`config.mk`:
```
export PLATFORM = sky130hd
export DESIGN_NAME = comparator_bank_fp
export DESIGN_NICKNAME = d
export VERILOG_FILES = /design/src/rtl/comparator_fp_pkg.sv /design/src/rtl/comparator_channel_fp.sv /design/src/rtl/comparator_bank_fp.sv
export SDC_FILE = /design/constraint.sdc
export NUM_CORES = 1
export LEC_CHECK = 0
export CORE_ASPECT_RATIO = 2
export CORE_MARGIN = 5
export CORE_UTILIZATION = 44
export CTS_CLUSTER_SIZE = 12
export DETAILED_ROUTE_END_ITERATION = 12
export HOLD_SLACK_MARGIN = 0.02
export PLACE_DENSITY_LB_ADDON = 0.05
export SETUP_SLACK_MARGIN = 0.3
export SLEW_MARGIN = 20
export SYNTH_ARGS = -nofsm -noshare
export SYNTH_HDL_FRONTEND = slang
export SYNTH_SLANG_ARGS = --single-unit
```
`constraint.sdc`:
```
create_clock -name clk -period 1.82 [get_ports clk]
set_clock_uncertainty 0.05 [all_clocks]
set_input_delay 0.182 -clock clk [delete_from_list [all_inputs] [get_ports clk]]
set_output_delay 0.182 -clock clk [all_outputs]
set_load 0.01 [all_outputs]
```
`src/rtl/comparator_fp_pkg.sv`:
```
// Shared fixed-point types and defaults for the comparator bank.
package comparator_fp_pkg;

  localparam int W_DEF    = 34;
  localparam int FRAC_DEF = 24;

  typedef logic signed [W_DEF-1:0] fp_t;
  typedef logic signed [W_DEF:0]   diff_t;

  // One extra bit keeps p - n exact for any pair of W-bit inputs.
  function automatic diff_t fp_sub_ext(input fp_t a, input fp_t b);
    return {a[W_DEF-1], a} - {b[W_DEF-1], b};
  endfunction

endpackage

```
`src/rtl/comparator_channel_fp.sv`:
```
// One comparator lane: widened difference, hysteresis band, debounce counter and output bit.
module comparator_channel_fp #(
  parameter int W        = 34,
  parameter int DEBOUNCE = 3
) (
  input  logic         clk,
  input  logic         rst_n,
  input  logic         sys_clk,
  input  logic [W-1:0] p_i,
  input  logic [W-1:0] n_i,
  input  logic [W-2:0] hyst_i,
  output logic         out_o,
  output logic         toggle_o
);

  localparam int CW = (DEBOUNCE > 1) ? $clog2(DEBOUNCE) : 1;

  logic signed [W:0] diff;
  logic signed [W:0] hyst_pos;
  logic signed [W:0] hyst_neg;
  logic              raw;
  logic              out_q, out_d;
  logic [CW-1:0]     cnt_q, cnt_d;
  logic              toggle;

  assign diff     = $signed({p_i[W-1], p_i}) - $signed({n_i[W-1], n_i});
  assign hyst_pos = $signed({2'b00, hyst_i});
  assign hyst_neg = -hyst_pos;
  // The threshold depends on the current output, so equality with the band edge holds state.
  assign raw      = out_q ? !(diff < hyst_neg) : (diff > hyst_pos);

  always_comb begin
    out_d  = out_q;
    cnt_d  = cnt_q;
    toggle = 1'b0;
    if (sys_clk) begin
      if (raw == out_q) begin
        cnt_d = '0;
      end else if (cnt_q == CW'(DEBOUNCE - 1)) begin
        out_d  = ~out_q;
        cnt_d  = '0;
        toggle = 1'b1;
      end else begin
        cnt_d = cnt_q + CW'(1);
      end
    end
  end

  always_ff @(posedge clk or negedge rst_n) begin
    if (!rst_n) begin
      out_q <= 1'b0;
      cnt_q <= '0;
    end else begin
      out_q <= out_d;
      cnt_q <= cnt_d;
    end
  end

  assign out_o    = out_q;
  assign toggle_o = toggle;

endmodule

```
`src/rtl/comparator_bank_fp.sv`:
```
// N_CH debounced fixed-point comparators; output changes are queued as pending flags
// and drained one per cycle through a round-robin valid/ready event register.
module comparator_bank_fp
  import comparator_fp_pkg::*;
#(
  parameter int N_CH     = 4,
  parameter int W        = W_DEF,
  parameter int FRAC     = FRAC_DEF,
  parameter int DEBOUNCE = 3,
  localparam int CHW     = (N_CH > 1) ? $clog2(N_CH) : 1
) (
  input  logic              clk,
  input  logic              reset,
  input  logic              sys_clk,
  input  logic [N_CH*W-1:0] p_voltage_real,
  input  logic [N_CH*W-1:0] n_voltage_real,
  input  logic [W-2:0]      hyst,
  output logic [N_CH-1:0]   out_digital,
  output logic              evt_valid,
  input  logic              evt_ready,
  output logic [CHW-1:0]    evt_channel,
  output logic              evt_level,
  output logic              evt_lost,
  input  logic              lost_clr
);

  if (FRAC >= W) begin : g_frac_range
    $error("FRAC must be smaller than W");
  end

  logic [N_CH-1:0] toggle;
  logic [N_CH-1:0] pending_q, pending_d;
  logic [N_CH-1:0] gnt_oh;
  logic [CHW-1:0]  rr_q, rr_d;
  logic [CHW-1:0]  gnt_ch, idx;
  logic            gnt_vld, load;
  logic            evt_valid_q, evt_valid_d;
  logic [CHW-1:0]  evt_ch_q, evt_ch_d;
  logic            evt_lvl_q, evt_lvl_d;
  logic            lost_q, lost_d;

  for (genvar i = 0; i < N_CH; i++) begin : g_ch
    comparator_channel_fp #(.W(W), .DEBOUNCE(DEBOUNCE)) u_ch (
      .clk      (clk),
      .rst_n    (reset),
      .sys_clk  (sys_clk),
      .p_i      (p_voltage_real[i*W +: W]),
      .n_i      (n_voltage_real[i*W +: W]),
      .hyst_i   (hyst),
      .out_o    (out_digital[i]),
      .toggle_o (toggle[i])
    );
  end

  // Walk from the farthest candidate inwards so the nearest one after rr_q wins.
  always_comb begin
    gnt_vld = 1'b0;
    gnt_ch  = '0;
    idx     = '0;
    for (int k = N_CH; k >= 1; k--) begin
      idx = CHW'((int'(rr_q) + k) % N_CH);
      if (pending_q[idx]) begin
        gnt_vld = 1'b1;
        gnt_ch  = idx;
      end
    end
  end

  assign load = gnt_vld && (!evt_valid_q || evt_ready);

  always_comb begin
    for (int i = 0; i < N_CH; i++) begin
      gnt_oh[i] = load && (gnt_ch == CHW'(i));
    end
  end

  always_comb begin
    pending_d   = (pending_q & ~gnt_oh) | toggle;
    lost_d      = (|(toggle & pending_q & ~gnt_oh)) | (lost_q & ~lost_clr);
    evt_valid_d = evt_valid_q;
    evt_ch_d    = evt_ch_q;
    evt_lvl_d   = evt_lvl_q;
    rr_d        = rr_q;
    if (load) begin
      evt_valid_d = 1'b1;
      evt_ch_d    = gnt_ch;
      evt_lvl_d   = out_digital[gnt_ch];
      rr_d        = gnt_ch;
    end else if (evt_ready) begin
      evt_valid_d = 1'b0;
    end
  end

  always_ff @(posedge clk or negedge reset) begin
    if (!reset) begin
      pending_q   <= '0;
      rr_q        <= CHW'(N_CH - 1);
      evt_valid_q <= 1'b0;
      evt_ch_q    <= '0;
      evt_lvl_q   <= 1'b0;
      lost_q      <= 1'b0;
    end else begin
      pending_q   <= pending_d;
      rr_q        <= rr_d;
      evt_valid_q <= evt_valid_d;
      evt_ch_q    <= evt_ch_d;
      evt_lvl_q   <= evt_lvl_d;
      lost_q      <= lost_d;
    end
  end

  assign evt_valid   = evt_valid_q;
  assign evt_channel = evt_ch_q;
  assign evt_level   = evt_lvl_q;
  assign evt_lost    = lost_q;

endmodule

```
==> results of run 1 <==
power groups by stage:
stage / Sequential, uW / Clock [uW] / Combinational, uW
2_1_floorplan: 922 / 0 / 5710
3_3_place_gp: 941 / 0 / 10800
3_5_place_dp: 957 / 0 / 11200
4_1_cts: 986 / 489 / 12600
5_1_grt: 1040 / 518 / 15100
6_report: 1010 / 490 / 14000
kinds of logic after synthesis:
family,Yosys count,synth area share
compound gates,668,0.2878
xor+xnor,135,0.07942
fa+ha+maj,409,0.3457
buf+inv,243,0.06295
flops,23,0.03883
mux,6,0.004202
simple gates,544,0.1811
state kept, by name (all words and copies together) (netlist names):
register,cells
evt_channel,2
evt_level,1
evt_lost,1
evt_valid,1
g_ch.u_ch.cnt_q,8
g_ch.u_ch.out_o,4
pending_q,4
rr_q,2
layout make-up:
cell class,instances,area share
Multi-Input combinational cell,1762,0.5831
Clock inverter,1,0.0001821
Inverter,223,0.03237
Sequential cell,23,0.02126
Tap cell,436,0.01985
Clock buffer,3,0.002731
Timing Repair Buffer,1143,0.3402
Antenna cell,4,0.0003642
cell usage in the layout (no fill, tap or decap), drive strengths merged, types with 20 or more instances in the layout:
cell | netlist | final
nor2b | 26 | 26
xnor2 | 101 | 101
a21o | 81 | 81
o21bai | 26 | 26
nor2 | 132 | 132
o21a | 29 | 29
nand2 | 128 | 128
nand4 | 41 | 41
dlygate4sd2 | 0 | 61
o21ai | 154 | 154
a31oi | 21 | 21
xor2 | 34 | 34
nand3 | 60 | 60
dfrtp | 21 | 21
ha | 405 | 405
nor3 | 42 | 42
inv | 223 | 223
clkdlybuf4s50 | 1 | 197
nand2b | 22 | 22
a21oi | 191 | 191
a211oi | 50 | 50
o211ai | 20 | 20
buf | 7 | 846
nor4 | 22 | 22
metal layers:
| metal | global-route usage | routed length [um] | up-vias |
|---|---|---|---|
| met1 | 0.2968 | 22680 | 9819 |
| met4 | 0.2665 | 7701 | 0 |
| met2 | 0.7027 | 40470 | 913 |
| met3 | 0.02321 | 3561 | 487 |
| met5 | 0 | 0 | - |
| li1 | - | - | 9790 |
worst max-delay path by stage:
stage | start | endpoint | slack (ns) | depth (start not counted)
finish | p_voltage_real[110] | pending_q[3]$_DFF_PN0_ | -3.39 | 22
global route | p_voltage_real[110] | pending_q[3]$_DFF_PN0_ | -3.64 | 22
CTS | p_voltage_real[68] | evt_lost$_DFF_PN0_ | -3.09 | 26
detailed placement | p_voltage_real[68] | evt_lost$_DFF_PN0_ | -3.88 | 26
global placement | p_voltage_real[68] | evt_lost$_DFF_PN0_ | -3.76 | 26
floorplan | p_voltage_real[68] | evt_lost$_DFF_PN0_ | -2.88 | 25
stage by stage:
stage	setup WS, ns	util
after floorplan	-2.877	-
after global placement	-3.764	0.7188
after detailed placement	-3.884	0.7188
after CTS	-3.087	0.7928
after global routing	-3.642	0.8199
final	-3.391	0.8200
critical path, stage by stage:
cell	delay, ns
clkdlybuf4s50_1	0.59
ha_4	0.44
nand3_2	0.10
a21oi_1	0.16
a21o_1	0.21
buf_4	0.17
o21a_1	0.22
a41oi_2	0.20
xnor2_2	0.50
ha_1	0.36
a21oi_1	0.21
a21oi_2	0.11
a2111oi_4	0.19
o21bai_1	0.13
nor4_2	0.31
buf_4	0.18
o21ai_2	0.06
nor4_2	0.30
o31a_1	0.32
buf_4	0.16
buf_6	0.10
o21ai_4	0.05
cell usage after synthesis (all sizes together) (5+ instances only):
master and n:
a21o 81, nor2b 26, or4 11, dfrtp 21, nand3 60, or3 10, a211oi 50, nor2 132
o211ai 20, xnor2 101, o41ai 5, o2111ai 6, inv 223, a21boi 6, and3 17, o22ai 10
clkbuf 12, nand2 128, nand3b 5, and2 6, xor2 34, o31a 6, buf 7, o21ai 154
nand2b 22, o21a 29, a2111oi 7, o31ai 10, nor3 42, a21oi 191, or2 8, o21bai 26
and4 7, nor4 22, a31oi 21, ha 405, nand4 41
what timing repair did:
item | in CTS | in global routing
resized for setup | 546 | 162
endpoints found under the setup margin | 25 | 25
pin swaps | 231 | 138
setup buffers | 104 | 31
==> qor.txt, run 1 <==
Placement Rows: 95
Max cap viols: 0
Gpl congestion: 0.9672
Die Area: 37840 um^2
Worst setup EP type: flip-flop
Async set or reset register ratio after synthesis: 1.000
Post-synth EDFFs: 0
Leakage: 0.01346 uW
Placed insts: 3452
CTS tree: yes
Outcome: complete, but fails checks
PD cells: 562.8 nW/um^2
Drt first pass iters: 8
CTS clk-pin slew, worst paths: 0.07 ns
Post-Syn Nets: 2747
Area of the multi-input gates: 16030 um^2
Share of power burned in registers: 0.066
Root buffer cell: clkbuf_16
Worst r2r src: rr_q[1]$_DFFE_PN1P_
Total GRT Usage: 0.3445
Via count: 21010
Synthesized instance count: 2028
Post-Syn Area: 14890 um^2
Final non-filler cell area: 27490 um^2
Cts hold-fix bufs: 0
Critical path class: input port to flip-flop
Buffers added on ports: 318
R2R setup slack: -0.53 ns
Fmax: 191.9 MHz
Drt wl/cell: 20.70 um
Syn-to-layout area delta: 84.61%
Net Switching: 7176 uW
Clock group share of total power: 0.032
Via density: 5.844
RSZ-0062 raised after global routing: yes
Total area of sequential cells: 584.3 um^2
Worst Path Required: 1.88 ns
Overall Power: 15470 uW
Comb power frac: 0.903
Ys flop type: dfrtp_1
P_int: 8292 uW
Clock Latency Late Sink: 0.27 ns
Violated checks: setup timing
Min cycle time layout: 5.211 ns
Synth area leader: ha_1
Initial DRC Count: 954
Sequential area share after synthesis: 0.03883
Worst Path Max Fanout: 5
Initial Utilization: 0.4442
Min-Delay Path Class: input port to async pin
Synth Area per Inst: 7.341 um^2
Pin count of the biggest net entering global routing: 24
Die width: 140.1 um
CTS sink cnt: 23
Hold slack: 0.2527 ns
Slew HR: 0.5034
Unique cell type count in the Yosys netlist: 84
Fill cell count: 2192
# DRC: 0
Vias in the first global route: 22230
R2r worst-path depth: 9
Synth Register Bits: 23
Top post-synthesis cells by area: ha_1 34%, a21oi_1 6.4%, xnor2_1 5.9%, inv_1 5.6%, o21ai_0 4.9%
Worst setup SP type: input port
Height of the die: 270.1 um
Non-filler cells in the finished layout: 3595
Total grt overflow: 0
Final Cycle Share: 2.863
Core area: 33520 um^2
CTS Buffer Depth: 2
Slew Viols, Final: 0
Total Neg Setup Slack: -50.04 ns
Post-DP HPWL: 56070 um
Fin. Hold Viols: 0
Num CTS Buffers: 3
Fin nets: 3875
Switching Share: 0.4639
Critical path data arrival time: 5.27 ns
ANT nets after route: 0
Least-Margin Pin Slew: 0.7372 ns
Initial antenna violation count: 3
Synth warnings: 0
Num ports: 319
Post-synth top area share: 0.3404
Reg-to-reg endpoint: evt_lost$_DFF_PN0_
Final WL: 74410 um
Layout cells sized above 1: 0.4133
VDD IR max: 1.097 mV
Placed inst area: 24090 um^2
Global-route wire length before repair: 106300 um
H-tree levels: 1
Final setup fails: 18
Final WS setup: -3.391 ns
No activity file was read; power rests on OpenSTA's default activity.
==> run 2: changes to the inputs <==
- CAP_MARGIN: not set -> 20
- SETUP_SLACK_MARGIN: 0.3 -> not set
==> run 2 against run 1 <==
The flow still finishes with violations (setup timing). Core utilization shrank 1.4 points. Critical path depth grew 4. Sequential cell count is the same. Register-to-register slack lost 0.21 ns. Clock-buffer cell count is the same. Critical path type unchanged. Largest power group unchanged. Highest routed layer unchanged.
==> qor.txt, run 2 (synthesis results as in run 1) <==
Outcome: complete, but fails checks
Violated checks: setup timing
R2r worst-path depth: 10 (+1)
Layout cells sized above 1: 0.3983 (-0.01504)
Worst r2r src: pending_q[2]$_DFF_PN0_
Critical path class: input port to flip-flop
Least-Margin Pin Slew: 0.6831 ns (-0.05405 ns)
Drt first pass iters: 8 (unchanged)
Num CTS Buffers: 3 (unchanged)
H-tree levels: 1 (unchanged)
Height of the die: 270.1 um (unchanged)
Critical path depth: 26 (+18%)
CP Buf/Inv Count: 4 (-1)
RSZ-0062 raised after global routing: yes
Fin. Hold Viols: 0 (unchanged)
Initial Utilization: 0.4442 (unchanged)
Final WS setup: -3.024 ns (+0.3674 ns)
CP delay by family, top: compound AO/OA/AOI/OAI gates
Min cycle time layout: 4.844 ns (-0.3674 ns)
Die Area: 37840 um^2 (unchanged)
Syn-to-layout area delta: 81.49%
Placement Rows: 95 (unchanged)
CTS sink cnt: 23 (unchanged)
Final setup fails: 17 (-1)
Core area: 33520 um^2 (unchanged)
Critical path's largest stage delay: 0.47 ns (-0.12 ns)
Placed inst area: 24240 um^2 (+0.59%)
Fin nets: 3851 (-0.62%)
Num ports: 319 (unchanged)
Clock Latency Late Sink: 0.27 ns (about the same)
CTS Buffer Depth: 2 (unchanged)
Gpl congestion: 0.9672 (unchanged)
Beginning of the critical path: p_voltage_real[113]
Worst setup EP type: flip-flop
Fmax: 206.5 MHz (+7.6%)
Initial antenna violation count: 3 (unchanged)
Final Cycle Share: 2.661 (-0.2019)
GR peak layer: met2
Die width: 140.1 um (unchanged)
# DRC: 0 (unchanged)
Via count: 20620 (-1.8%)
Most common cell after layout, fill and taps aside: buf_4
Post-DP HPWL: 55470 um (-1.1%)
Overall Power: 14720 uW (-4.8%)
Worst setup SP type: input port
Global-route wire length before repair: 103800 um (-2.3%)
Reg-to-reg endpoint: evt_lost$_DFF_PN0_
CTS clk-pin slew, worst paths: 0.07 ns (about the same)
Top reg by flops: g_ch.u_ch.cnt_q
Hold slack: 0.2280 ns (-0.02472 ns)
Buffers added on ports: 318 (unchanged)
CTS tree: yes
GR Util met3: 0.02481 (+0.001595)
Vias in the first global route: 21960 (-1.2%)
Total GRT Usage: 0.3351 (-0.009421)
Leakage: 0.01333 uW (-1.0%)
Most used cell along the critical path: buf_4
Slew HR: 0.5398 (+0.03641)
Pin count of the biggest net entering global routing: 24 (unchanged)
Met1 usage: 0.2894 (-0.007365)
Root buffer cell: clkbuf_16
Worst Path Max Fanout: 5 (unchanged)
PD cells: 544.9 nW/um^2 (-3.2%)
Slowest CP cell: clkdlybuf4s50_1
Total grt overflow: 0 (unchanged)
Layout Utilization: 0.8061 (-0.01389)
ANT nets after route: 0 (unchanged)
VDD IR max: 0.9277 mV (-15%)
Via density: 5.776 (-1.2%)
Initial DRC Count: 918 (-3.8%)
Most frequent cells in the layout: 780 x buf_4, 332 x ha_1, 190 x clkdlybuf4s50_1
Drt wl/cell: 19.74 um (-4.6%)
R2R setup slack: -0.74 ns (-0.21 ns)
Worst Path Required: 1.90 ns (+0.02 ns)
Min-Delay Path Class: input port to async pin
Max cap viols: 0 (unchanged)
Critical path data arrival time: 4.92 ns (-0.35 ns)
Grt met2 use: 0.6804 (-0.02233)
Slew Viols, Final: 0 (unchanged)
Final non-filler cell area: 27020 um^2 (-1.7%)
Total Neg Setup Slack: -47.16 ns (+2.876 ns)
Max FFs per register: 8 (unchanged)
Final WL: 70490 um (-5.3%)
-- run 2: cell types whose count changed in the layout (fill, tap and decap cells not counted), sizes merged, moves of 4 or more --
cell           before  now
clkbuf             12   18
buf               846  813
clkdlybuf4s50     197  190
clkdlybuf4s15      13   20
dlygate4sd2        61   65
-- run 2: how the worst max path moves through the flow --
stage | endpoint
after floorplan | evt_lost$_DFF_PN0_
after global placement | evt_lost$_DFF_PN0_
after detailed placement | pending_q[2]$_DFF_PN0_
after CTS | evt_lost$_DFF_PN0_
after global routing | evt_lost$_DFF_PN0_
final | evt_lost$_DFF_PN0_
-- run 2: power breakdown --
part	switching [uW]	leakage [uW]	internal, uW
sequential	242	0.000291	741
combinational	6390	0.0130	6830
clock	223	0.0000371	300
total	6850	0.0133	7870
-- run 2: metal layers --
layer  wire length, um  vias up
met5                 0        -
met4              6882        0
met3              2755      417
met2             38580      829
met1             22270     9645
li1                  -     9730
-- run 2: through the flow --
| step | instances | worst slack [ns] |
|---|---|---|
| after floorplan | 2028 | -2.877 |
| after global placement | 3472 | -3.833 |
| after detailed placement | 3472 | -3.975 |
| after CTS | 3540 | -2.976 |
| after global routing | 3570 | -3.221 |
| final | 3570 | -3.024 |
-- run 2: final cells by class --
| class | count | area [um^2] |
|---|---|---|
| antenna | 3 | 7.507 |
| fill | 2314 | 6500 |
| sequential | 23 | 579.3 |
| multi-input combinational | 1762 | 15750 |
| timing repair buffer | 1119 | 9164 |
| inverter | 223 | 889.6 |
| clock inverter | 1 | 7.507 |
| tap | 436 | 545.5 |
| clock buffer | 3 | 75.07 |
-- run 2: timing repair --
action	4_1_cts	5_1_grt
pin swaps	210	155
gates resized for setup	507	164
hold buffers	0	0
setup endpoints to repair	18	19
buffers inserted	66	29
